[config.mk]
export PLATFORM = sky130hd
export DESIGN_NAME = bin2bcd_display_flat
export DESIGN_NICKNAME = d
export VERILOG_FILES = /design/src/rtl/bin2bcd_display_pkg.sv /design/src/rtl/bin2bcd_display_if.sv /design/src/rtl/bin2bcd_display_dabble_step.sv /design/src/rtl/bin2bcd_display.sv /design/src/flat_wrapper.sv
export SDC_FILE = /design/constraint.sdc
export NUM_CORES = 1
export LEC_CHECK = 0
export CORE_UTILIZATION = 40
export CTS_BUF_LIST = sky130_fd_sc_hd__clkbuf_8
export DETAILED_ROUTE_END_ITERATION = 8
export PLACE_DENSITY = 0.73
export SYNTH_ARGS = -nofsm -noshare
export SYNTH_HDL_FRONTEND = slang
export SYNTH_SLANG_ARGS = --single-unit
[constraint.sdc]
create_clock -name clk -period 3.8 [get_ports clk]
set_clock_uncertainty 0.05 [all_clocks]
set_input_delay 0.57 -clock clk [delete_from_list [all_inputs] [get_ports clk]]
set_output_delay 0.57 -clock clk [all_outputs]
set_load 0.02 [all_outputs]
[src/rtl/bin2bcd_display_pkg.sv]
// Shared digit codes, FSM state type and BCD helpers for the binary-to-display formatter.
package disp_pkg;

  localparam logic [3:0] DIG_MINUS = 4'b1111;
  localparam logic [3:0] DIG_R     = 4'b1100;
  localparam logic [3:0] DIG_ZERO  = 4'b0000;

  localparam int BCD_W = 12;
  localparam int CNT_W = 4;

  typedef enum logic [1:0] {
    IDLE,
    SHIFT,
    FORMAT
  } state_t;

  // Double-dabble correction: a nibble of 5..9 would overflow past 9 once doubled.
  function automatic logic [3:0] add3(input logic [3:0] nib);
    return (nib >= 4'd5) ? nib + 4'd3 : nib;
  endfunction

endpackage

[src/rtl/bin2bcd_display_if.sv]
// Request/display bundle between the result producer and the 7-segment formatter.
interface bin2bcd_display_if #(
  parameter int WIDTH = 8
);
  logic             start;
  logic [WIDTH-1:0] value;
  logic             is_signed;
  logic             error;
  logic             busy;
  logic             done;
  logic [3:0]       digit3;
  logic [3:0]       digit2;
  logic [3:0]       digit1;
  logic [3:0]       digit0;
  logic [3:0]       en;

  modport master (
    output start, value, is_signed, error,
    input  busy, done, digit3, digit2, digit1, digit0, en
  );

  modport slave (
    input  start, value, is_signed, error,
    output busy, done, digit3, digit2, digit1, digit0, en
  );
endinterface

[src/rtl/bin2bcd_display_dabble_step.sv]
// One shift-add-3 iteration: correct each BCD nibble, then shift in the next magnitude bit.
module dabble_step
  import disp_pkg::*;
(
  input  logic [BCD_W-1:0] bcd_i,
  input  logic             bit_i,
  output logic [BCD_W-1:0] bcd_o
);

  logic [BCD_W-1:0] adj;

  always_comb begin
    adj   = {add3(bcd_i[11:8]), add3(bcd_i[7:4]), add3(bcd_i[3:0])};
    bcd_o = {adj[BCD_W-2:0], bit_i};
  end

endmodule

[src/rtl/bin2bcd_display.sv]
// Sequential binary-to-BCD formatter feeding four 7-segment decoders (sign, hundreds, tens, units).
module bin2bcd_display
  import disp_pkg::*;
#(
  parameter int WIDTH = 8
) (
  input logic              clk,
  input logic              reset,
  bin2bcd_display_if.slave bus
);

  state_t                 state_q, state_d;
  logic                   busy_q, busy_d;
  logic                   done_q, done_d;
  logic [3:0][3:0]        dig_q, dig_d;
  logic [3:0]             en_q, en_d;
  logic [CNT_W-1:0]       cnt_q, cnt_d;
  logic [BCD_W-1:0]       bcd_q, bcd_d;
  logic [WIDTH-1:0]       mag_q, mag_d;
  logic                   neg_q, neg_d;
  logic                   err_q, err_d;
  logic [BCD_W-1:0]       step_bcd;

  // Returns {digit3, digit2, digit1, digit0, en} for the decoders.
  function automatic logic [19:0] format_digits(input logic err, input logic neg,
                                                input logic [BCD_W-1:0] bcd);
    logic [3:0] hun, ten, uni;
    logic       hun_nz, ten_nz;
    hun    = bcd[11:8];
    ten    = bcd[7:4];
    uni    = bcd[3:0];
    hun_nz = (hun != 4'd0);
    ten_nz = (ten != 4'd0);
    if (err)
      return {DIG_MINUS, DIG_R, DIG_R, DIG_MINUS, 4'b1111};
    return {(neg ? DIG_MINUS : DIG_ZERO), hun, ten, uni,
            neg, hun_nz, hun_nz | ten_nz, 1'b1};
  endfunction

  dabble_step u_step (
    .bcd_i (bcd_q),
    .bit_i (mag_q[WIDTH-1]),
    .bcd_o (step_bcd)
  );

  always_comb begin
    state_d = state_q;
    busy_d  = busy_q;
    done_d  = 1'b0;
    dig_d   = dig_q;
    en_d    = en_q;
    cnt_d   = cnt_q;
    bcd_d   = bcd_q;
    mag_d   = mag_q;
    neg_d   = neg_q;
    err_d   = err_q;
    case (state_q)
      IDLE: begin
        if (bus.start) begin
          neg_d   = bus.is_signed & bus.value[WIDTH-1];
          // Negating the signed minimum wraps to itself, which read unsigned is the right magnitude.
          mag_d   = neg_d ? (~bus.value + WIDTH'(1)) : bus.value;
          err_d   = bus.error;
          bcd_d   = '0;
          cnt_d   = '0;
          busy_d  = 1'b1;
          state_d = SHIFT;
        end
      end
      SHIFT: begin
        bcd_d = step_bcd;
        mag_d = {mag_q[WIDTH-2:0], 1'b0};
        cnt_d = cnt_q + CNT_W'(1);
        if (cnt_q == CNT_W'(WIDTH - 1))
          state_d = FORMAT;
      end
      FORMAT: begin
        {dig_d, en_d} = format_digits(err_q, neg_q, bcd_q);
        done_d  = 1'b1;
        busy_d  = 1'b0;
        state_d = IDLE;
      end
      default: state_d = IDLE;
    endcase
  end

  always_ff @(posedge clk) begin
    if (reset) begin
      state_q <= IDLE;
      busy_q  <= 1'b0;
      done_q  <= 1'b0;
      dig_q   <= '0;
      en_q    <= '0;
    end else begin
      state_q <= state_d;
      busy_q  <= busy_d;
      done_q  <= done_d;
      dig_q   <= dig_d;
      en_q    <= en_d;
    end
  end

  // Working registers are always reloaded at start, so they carry no reset.
  always_ff @(posedge clk) begin
    cnt_q <= cnt_d;
    bcd_q <= bcd_d;
    mag_q <= mag_d;
    neg_q <= neg_d;
    err_q <= err_d;
  end

  assign bus.busy   = busy_q;
  assign bus.done   = done_q;
  assign bus.digit3 = dig_q[3];
  assign bus.digit2 = dig_q[2];
  assign bus.digit1 = dig_q[1];
  assign bus.digit0 = dig_q[0];
  assign bus.en     = en_q;

endmodule

[src/flat_wrapper.sv]
// flat-port wrapper written by rule: the top's interface ports become plain ports
module bin2bcd_display_flat import disp_pkg::*;
#(
  parameter int WIDTH = 8
)
  (clk, reset, bus_start, bus_value, bus_is_signed, bus_error, bus_busy, bus_done, bus_digit3, bus_digit2, bus_digit1, bus_digit0, bus_en);
  bin2bcd_display_if #(.WIDTH(WIDTH)) bus_i ();
  input logic clk;
  input logic reset;
  input wire logic [$bits(bus_i.start)-1:0] bus_start;
  input wire logic [$bits(bus_i.value)-1:0] bus_value;
  input wire logic [$bits(bus_i.is_signed)-1:0] bus_is_signed;
  input wire logic [$bits(bus_i.error)-1:0] bus_error;
  output wire logic [$bits(bus_i.busy)-1:0] bus_busy;
  output wire logic [$bits(bus_i.done)-1:0] bus_done;
  output wire logic [$bits(bus_i.digit3)-1:0] bus_digit3;
  output wire logic [$bits(bus_i.digit2)-1:0] bus_digit2;
  output wire logic [$bits(bus_i.digit1)-1:0] bus_digit1;
  output wire logic [$bits(bus_i.digit0)-1:0] bus_digit0;
  output wire logic [$bits(bus_i.en)-1:0] bus_en;
  assign bus_i.start = bus_start;
  assign bus_i.value = bus_value;
  assign bus_i.is_signed = bus_is_signed;
  assign bus_i.error = bus_error;
  assign bus_busy = bus_i.busy;
  assign bus_done = bus_i.done;
  assign bus_digit3 = bus_i.digit3;
  assign bus_digit2 = bus_i.digit2;
  assign bus_digit1 = bus_i.digit1;
  assign bus_digit0 = bus_i.digit0;
  assign bus_en = bus_i.en;
  bin2bcd_display #(.WIDTH(WIDTH)) u_core (.clk(clk), .reset(reset), .bus(bus_i));
endmodule
==> results summary, run 1 <==
The flow ran to the end, and the final reports show no timing, DRC or antenna violations. The static power due to leakage is 0.937 nW. The H-tree was split into 2 levels. The number of slew-limit violations in the final report came to 0. The critical path in this run is classified as reg2out.

The worst setup path is launched from a register. The die is approximately 76 um wide. The relative slew slack is between 30 and 40%.

The data arrival at the endpoint of the critical path came out at between 1000 and 1500 ps. The overall global routing resource usage is around 15%. The number of global-route vias before repair is 1446. The number of flops mapped to enable cells by yosys came out at 26.

The main combinational cell family by area after synthesis is simple AND/OR/NAND/NOR gates. Sequential cells were found to cover about 55% of the synthesized design area. The worst path uses 51.7% of the clock period. The clock drives 46 sinks.

Internal power comes to 0.000756 W. The placeable core region came out at a little over 5000 sq um. The worst-case clock buffer depth came out at 2. The filler cells instantiated in the layout total approximately 450. In this run the worst hold path is classified as reg2reg. The count of routing violations after the opening detailed-route iteration came out at between 80 and 90. The layout-stage area growth over the synthesis result came out at 20.3%. The worst setup path is captured at an output pin. After floorplanning, the core was divided into 26 placement rows. The number of iterations in the first detailed-routing pass is 4. The clock latency on the worst-skew pair came out at approximately 300 ps. The total area of multi-input combinational cells is between 800 and 900 sq um. The die outline area came out at about 5700 sq um. The switching share of total power came out at roughly a quarter. The net switching power is 0.000268 W. After Yosys synthesis, and, or, nand and nor cells account for 21.3% of the synthesized area. The worst stage delay on the critical path came out at around 630 ps. In this run, the combinational gates consume 13.7% of the power. Measured against the total synthesized area, the mux share comes to 0.462%.

The leading register cell type out of synthesis is sky130_fd_sc_hd__edfxtp_1. The clock tree from TritonCTS is done. The initial antenna violation count came out at 0. The fraction of final layout cells sized beyond drive strength 1 came out at 4.84%. The slew of the pin with the lowest slew margin came out at ~1000 ps. The count of cell types in the netlist came out at 31. The final number of setup-violating endpoints came out at 0. The final hold violation count came out at 0. For the worst setup path, the data required time is approximately 3200 ps. The final wirelength came out at 3880 um.

The largest individual stage delay along the critical path comes from the cell sky130_fd_sc_hd__clkdlybuf4s50_1. The maximum ir drop on the vdd rail came out at about 0.00014 V. The effective utilization at floorplan is between 40% and 50%.

After Yosys synthesis, XOR and XNOR cells account for about 4.9% of the synthesized area. The global-route wire length before repair is approximately 6500 um. The post-CTS setup buffer count came out at 0.

In this run the cell area of the synthesized design comes to between 2000 and 2500 sq um. The storage element area came out at roughly 1200 sq um. The minimum period implied by the final worst setup slack is slightly below 2000 ps. For this block, the via count after detailed routing is roughly 1500. The count of buffers added on input and output ports is 34. The total global routing overflow came out at 0. The detail route stage leaves a number of antenna-violating nets equal to 0. The gate count of the mapped netlist is about 220. Counting flops with an async set or reset pin after synthesis yields a share of 0%. The maximum number of pins on one net before global-route repair came out at 25. The final routed wire length divided by cell count is roughly 12 um. Grouping stages by cell kind, the critical path spends the most delay in buffers and inverters.

Setup repair after global routing left no endpoint under its margin. Measured along the y axis, the die boundary spans around 76 um. The number of vias per cell came out at just under 5. Along the worst path, the maximum fanout reaches 6. The remaining routing DRC violations is 0. The number of hold buffers added after cts came out at 0. The clock network accounts for about 28% of the total power. The average instance in the mapped netlist occupies approximately 10 sq um. The max-capacitance violation count came out at 0.

The critical path goes through clkdlybuf4s50_1. The timing-limited maximum frequency is 509 MHz. The power per unit of standard cell area came out at ~390 nW/um^2. The number of nets produced by synthesis came out at about 240.

The congestion estimate from routability-driven global placement came to between 0.7 and 0.8. The half-perimeter wire length after placement is about 2700 um. Clock tree synthesis selected as its root buffer the cell sky130_fd_sc_hd__clkbuf_8. The post-route setup TNS came out at 0 ps. At the end of the flow, the number of nets in the layout was 270. The end-of-flow core utilization came out at roughly 50%. Counting both buffers and inverters, the worst setup path holds a total of 1. The sequential cell fraction of total power is 58.2%. The count of inserted antenna diode cells came out at 0. Counting the buffers created by CTS gives 5. The synthesized-area fraction occupied by adder cells is under 10%. The count of state elements after synthesis is 46. Pin placement for this block handled 35 I/O pins. The share of the synthesized area in compound gates (AO/OA/AOI/OAI) is 7.75%. The number of synthesis warnings came out at 0. The clock-pin slew reported for the worst setup and hold paths after clock tree synthesis is roughly 80 ps. The count of instances resized after the clock tree is built is 0.
state kept, by name, summed over array words and instances (netlist names):
name	cells
u_core.bus.digit1	4
u_core.bus.digit0	4
u_core.bus.digit2	4
u_core.cnt_q	4
u_core.state_q	2
u_core.mag_q	8
u_core.bus.digit3	1
u_core.neg_q	1
u_core.bus.done	1
u_core.bus.busy	1
u_core.bcd_q	12
u_core.bus.en	3
u_core.err_q	1
stage by stage:
step                      std cells  total power (W)  cell area, sq um  worst slack, ps  hold slack [ps]
after floorplan                 219         0.000702              2160             1710              437
after global routing            318          0.00108              2610             1740              425
after global placement          310         0.000743              2520             1730              388
after CTS                       318          0.00104              2610             1810              406
final                           318          0.00102              2610             1840              405
after detailed placement        310         0.000748              2520             1690              394
cells in the final DEF (no fill, tap or decap), types with 2 or more instances in the layout:
cell type                         instances
sky130_fd_sc_hd__ha_1                    10
sky130_fd_sc_hd__nor2_1                  33
sky130_fd_sc_hd__clkinv_2                 2
sky130_fd_sc_hd__xor2_1                   3
sky130_fd_sc_hd__o21ai_0                  8
sky130_fd_sc_hd__a211oi_1                 3
sky130_fd_sc_hd__a21oi_1                 14
sky130_fd_sc_hd__and2_1                   2
sky130_fd_sc_hd__nor3_1                  23
sky130_fd_sc_hd__nand2_1                 20
sky130_fd_sc_hd__edfxtp_1                26
sky130_fd_sc_hd__dfxtp_1                 20
sky130_fd_sc_hd__clkdlybuf4s50_1         34
sky130_fd_sc_hd__nand2b_1                 5
sky130_fd_sc_hd__xnor2_1                  9
sky130_fd_sc_hd__nor2b_1                  4
sky130_fd_sc_hd__inv_1                   10
sky130_fd_sc_hd__clkbuf_8                 5
sky130_fd_sc_hd__or3_1                    4
area by class of cell:
type | instances | share of cell area (%)
sequential | 46 | 45.3
multi-input combinational | 150 | 33.5
timing repair buffer | 35 | 13.4
tap | 70 | 3.36
clock buffer | 5 | 2.64
inverter | 9 | 1.30
clock inverter | 3 | 0.528
synth_stat cells (5+ instances only):
cell type / number / area share, %
sky130_fd_sc_hd__inv_1: 9 / 1.6
sky130_fd_sc_hd__clkbuf_1: 5 / 0.87
sky130_fd_sc_hd__xnor2_1: 9 / 3.6
sky130_fd_sc_hd__nand2_1: 20 / 3.5
sky130_fd_sc_hd__dfxtp_1: 20 / 18
sky130_fd_sc_hd__nor3_1: 23 / 5.3
sky130_fd_sc_hd__ha_1: 10 / 5.8
sky130_fd_sc_hd__a21oi_1: 14 / 3.2
sky130_fd_sc_hd__nand2b_1: 5 / 1.4
sky130_fd_sc_hd__o21ai_0: 8 / 1.8
sky130_fd_sc_hd__nor2_1: 34 / 5.9
sky130_fd_sc_hd__edfxtp_1: 26 / 36
logic make-up (layout without fill, tap and decap cells):
group	count (synthesis)	count (layout)
XOR/XNOR	12	12
AO/OA/AOI/OAI	29	29
multiplexers	1	1
flip-flops	46	46
buffers and inverters	23	52
adder cells (fa/ha/maj)	10	10
AND/OR/NAND/NOR	98	98
worst paths after layout:
| path | start | to | slack (ps) | cells after the start |
|---|---|---|---|---|
| max | u_core.bus.digit3[2]$_SDFFE_PP0P_ | bus_digit3[2] | 1840 | 1 |
| min reg2reg | u_core.bus.digit2[1]$_SDFFE_PP0P_ | u_core.bus.digit2[1]$_SDFFE_PP0P_ | 410 | 2 |
| max reg2reg | u_core.state_q[0]$_SDFFE_PP0P_ | u_core.mag_q[2]$_DFFE_PP_ | 2010 | 2 |
| min | u_core.bus.digit2[1]$_SDFFE_PP0P_ | u_core.bus.digit2[1]$_SDFFE_PP0P_ | 410 | 2 |
layer usage:
metal,global-route usage (%),routed length (um),vias to the layer above
li1,-,-,797
met1,18.9,1890,695
met2,25.9,1790,32
met3,4.10,122,7
met4,6.17,67,0
met5,0,0,-
power groups by stage:
stage / Sequential, W / Combinational (W) / Clock, W
final: 0.000596 / 0.000140 / 0.000288
after global routing: 0.000601 / 0.000161 / 0.000313
after CTS: 0.000596 / 0.000142 / 0.000301
after detailed placement: 0.000608 / 0.000140 / 0
after global placement: 0.000606 / 0.000137 / 0
after floorplan: 0.000601 / 0.000101 / 0
Note: power is estimated with default switching activity, not from simulation.
==> run 2, diff against run 1 <==
PLACE_DENSITY = 0.75   (was 0.73)
clock period = 1.78 ns   (was 3.8 ns; I/O delays follow)
==> results summary, run 2 (synthesized netlist as in run 1, its figures left out) <==
STA classifies the critical path startpoint as a register. TritonCTS built the clock tree. The relative slew slack came out at 74.1% (+40 points). The final weighted congestion of routability-driven global placement is 0.802 (+0.88%). The setup slack of the worst register-to-register path is 180 ps (-1830 ps). The fraction of final layout cells sized beyond drive strength 1 came out at 9.73% (+4.9 points). The initial antenna violation count is 0 (unchanged).

The worst register-to-register path ends at u_core.bcd_q[2]$_SDFFCE_PN0P_. STA classifies the critical path endpoint as an output pin. The number of port buffers came out at 34 (unchanged). The register containing the most flip-flops in the final layout is u_core.bcd_q.

The width of the die came out at 75.6 um (unchanged). The half-perimeter wire length after placement is 2840 um (+5.4%). The worst hold path cell count came to 2 (unchanged). The slew of the pin with the lowest slew margin came out at 389 ps (-594 ps).

The data arrival at the endpoint of the critical path is 1340 ps (about the same). The detailed-routed wire length on met3 came out at 109 um (-11%). The number of iterations in the first detailed-routing pass is 4 (unchanged). The buffers plus inverters on the worst setup path is 1 (unchanged).

The top fanout value on the critical path was 6 (unchanged). The remaining routing DRC violations came out at 0 (unchanged). The slowest stage of the critical path is the sky130_fd_sc_hd__clkdlybuf4s50_1 cell.

The max-capacitance violation count came out at 0 (unchanged). The depth of the worst register-to-register path is 6 (+4). The total area of multi-input combinational cells came out at 883 sq um (+1.3%).

The remaining antenna violation count came to 0 (unchanged). The overall power after layout is 0.00224 W (+120%). In this run the top signal layer used is met4. The final wirelength is 3830 um (-1.1%).

The placeable core region came out at 5170 sq um (unchanged). The post-route setup TNS came to 0 ps (unchanged). The root buffer selected by CTS is sky130_fd_sc_hd__clkbuf_8.

The static power due to leakage is 0.986 nW (+5.2%). The I/O pin count came out at 35 (unchanged). The CTS H-tree depth came to 2 (unchanged).

The startpoint identified for the worst hold timing path is u_core.bus.digit2[0]$_SDFFE_PP0P_. The standard-cell row count came out at 26 (unchanged). The final number of setup-violating endpoints came out at 0 (unchanged).

The number of buffers added by the clock tree synthesis step came out at 5 (unchanged). The overall global routing resource usage is 15.1% (-0.26 points). The startpoint identified for the worst register-to-register timing path is u_core.bcd_q[0]$_SDFFCE_PN0P_. The critical path class is reg2out. The worst-case clock buffer depth is 2 (unchanged). The number of global-route vias before repair is 1433 (-0.90%). The final hold violation count came out at 0 (unchanged). The clock latency on the worst-skew pair came out at 300 ps (about the same). The total number of vias is 1568 (+2.4%). The clock sink count came out at 46 (unchanged). Setup repair after global routing left no endpoint under its margin.

Relative to the synthesized area, the layout overhead comes to 24.9%. The height of the die is 75.6 um (unchanged). The maximum ir drop on the vdd rail came out at 0.000295 V (+110%). The met2 layer wire length in the routed design came out at 1840 um (+2.8%). The most critical setup path has its startpoint at u_core.bus.digit3[2]$_SDFFE_PP0P_. The critical path goes through clkdlybuf4s50_1. The flip-flop count of the largest register, all copies and words added was 12 (unchanged). In the layout the commonest cells are 34 x sky130_fd_sc_hd__clkdlybuf4s50_1, 33 x sky130_fd_sc_hd__nor2_1, 26 x sky130_fd_sc_hd__edfxtp_1.

The worst stage delay on the critical path is 630 ps (about the same). The final-stage net count is 279 (+3.3%). The storage element area is 1180 sq um (unchanged).

The final setup slack of the worst path is 127 ps (-1710 ps). The final routed wire length divided by cell count is 11.7 um (-3.8%). The flow ran to the end, and the final reports show no timing, DRC or antenna violations.

The die outline area is 5710 sq um (unchanged). The power per unit of standard cell area was 827 nW/um^2 (+110%). The total global routing overflow came out at 0 (unchanged). The cell family contributing the most delay on the critical path is buffers and inverters. The number of vias per cell is 4.80 (-0.40%). The path with the worst hold slack has its endpoint at u_core.bus.digit2[0]$_SDFFE_PP0P_. The number of slew-limit violations in the final report came out at 0 (unchanged).

The final worst-path cycle share came out at 92.9%. The count of inserted antenna diode cells is 0 (unchanged). Derived from the worst setup path, the maximum achievable clock frequency is 605 MHz. In the final layout, the registers with the most flip-flops are u_core.bcd_q x12, u_core.mag_q x8. The setup slack at placement is 30.3 ps (-1660 ps). The clock-pin slew reported for the worst setup and hold paths after clock tree synthesis came to 90 ps (about the same). The number of inserted filler cells in the final layout is 455 (+0.22%). The count of routing violations after the opening detailed-route iteration came out at 77 (-13%). The required time at the worst-slack endpoint was 1460 ps (-1720 ps). The library cell used most frequently in the layout, excluding fill and tap cells, is sky130_fd_sc_hd__clkdlybuf4s50_1. The met1 layer wirelength in the final routing is 1820 um (-4.1%). The tightest min-delay check is of the reg2reg type. The global-route wire length before repair came out at 6370 um (-2.1%).

The minimum period implied by the final worst setup slack is approximately 1700 ps. The effective utilization at floorplan is 41.8% (unchanged). The maximum number of pins on one net before global-route repair is 25 (unchanged).
==> run 2: how the worst max path moves through the flow <==
stage                                    end  slack (ps)  cells after the start
2_1_floorplan  u_core.bcd_q[5]$_SDFFCE_PN0P_         270                      6
3_3_place_gp       u_core.mag_q[6]$_DFFE_PP_          50                      6
3_5_place_dp       u_core.mag_q[4]$_DFFE_PP_          30                      6
4_1_cts        u_core.bcd_q[2]$_SDFFCE_PN0P_          70                      6
5_1_grt        u_core.bcd_q[2]$_SDFFCE_PN0P_          30                      6
6_report                       bus_digit3[1]         130                      1
==> run 2: per-stage QoR <==
step                utilization (%)  hold WS (ps)  area, sq um  std cells
finish                         52.2           410         2700        327
detailed placement             50.3           404         2600        319
floorplan                         -           316         2170        219
global route                   52.2           435         2700        327
CTS                            52.0           417         2690        327
global placement               50.3           394         2600        319
==> run 2: layout make-up <==
class,instances,share of cell area (%)
inverter,9,1.25
clock buffer,5,2.55
multi-input combinational,150,32.7
timing repair buffer,44,15.8
tap,70,3.24
sequential,46,43.7
clock inverter,3,0.741
==> run 2: what timing repair did <==
action,CTS,global route
hold buffers,0,0
resized for setup,0,3
setup buffers,0,0
endpoints found under the setup margin,0,4
==> run 2: layer usage <==
layer,vias to the layer above,GRT usage [%]
li1,817,-
met1,713,18.5
met2,33,25.2
met3,5,4.76
met4,0,5.56
met5,-,0
==> run 2: power by group <==
part,switching [W],total [W],leakage [nW],internal (W)
Combinational,0.000176,0.000329,0.504,0.000153
Sequential,0.0000578,0.00128,0.433,0.00122
Clock,0.000354,0.000631,0.0484,0.000277
==> run 3, diff against run 2 <==
SLEW_MARGIN = 20   (was unset)
==> results of run 3 <==
Same layout as run 2: the final DEF is identical, and so are final timing and power.
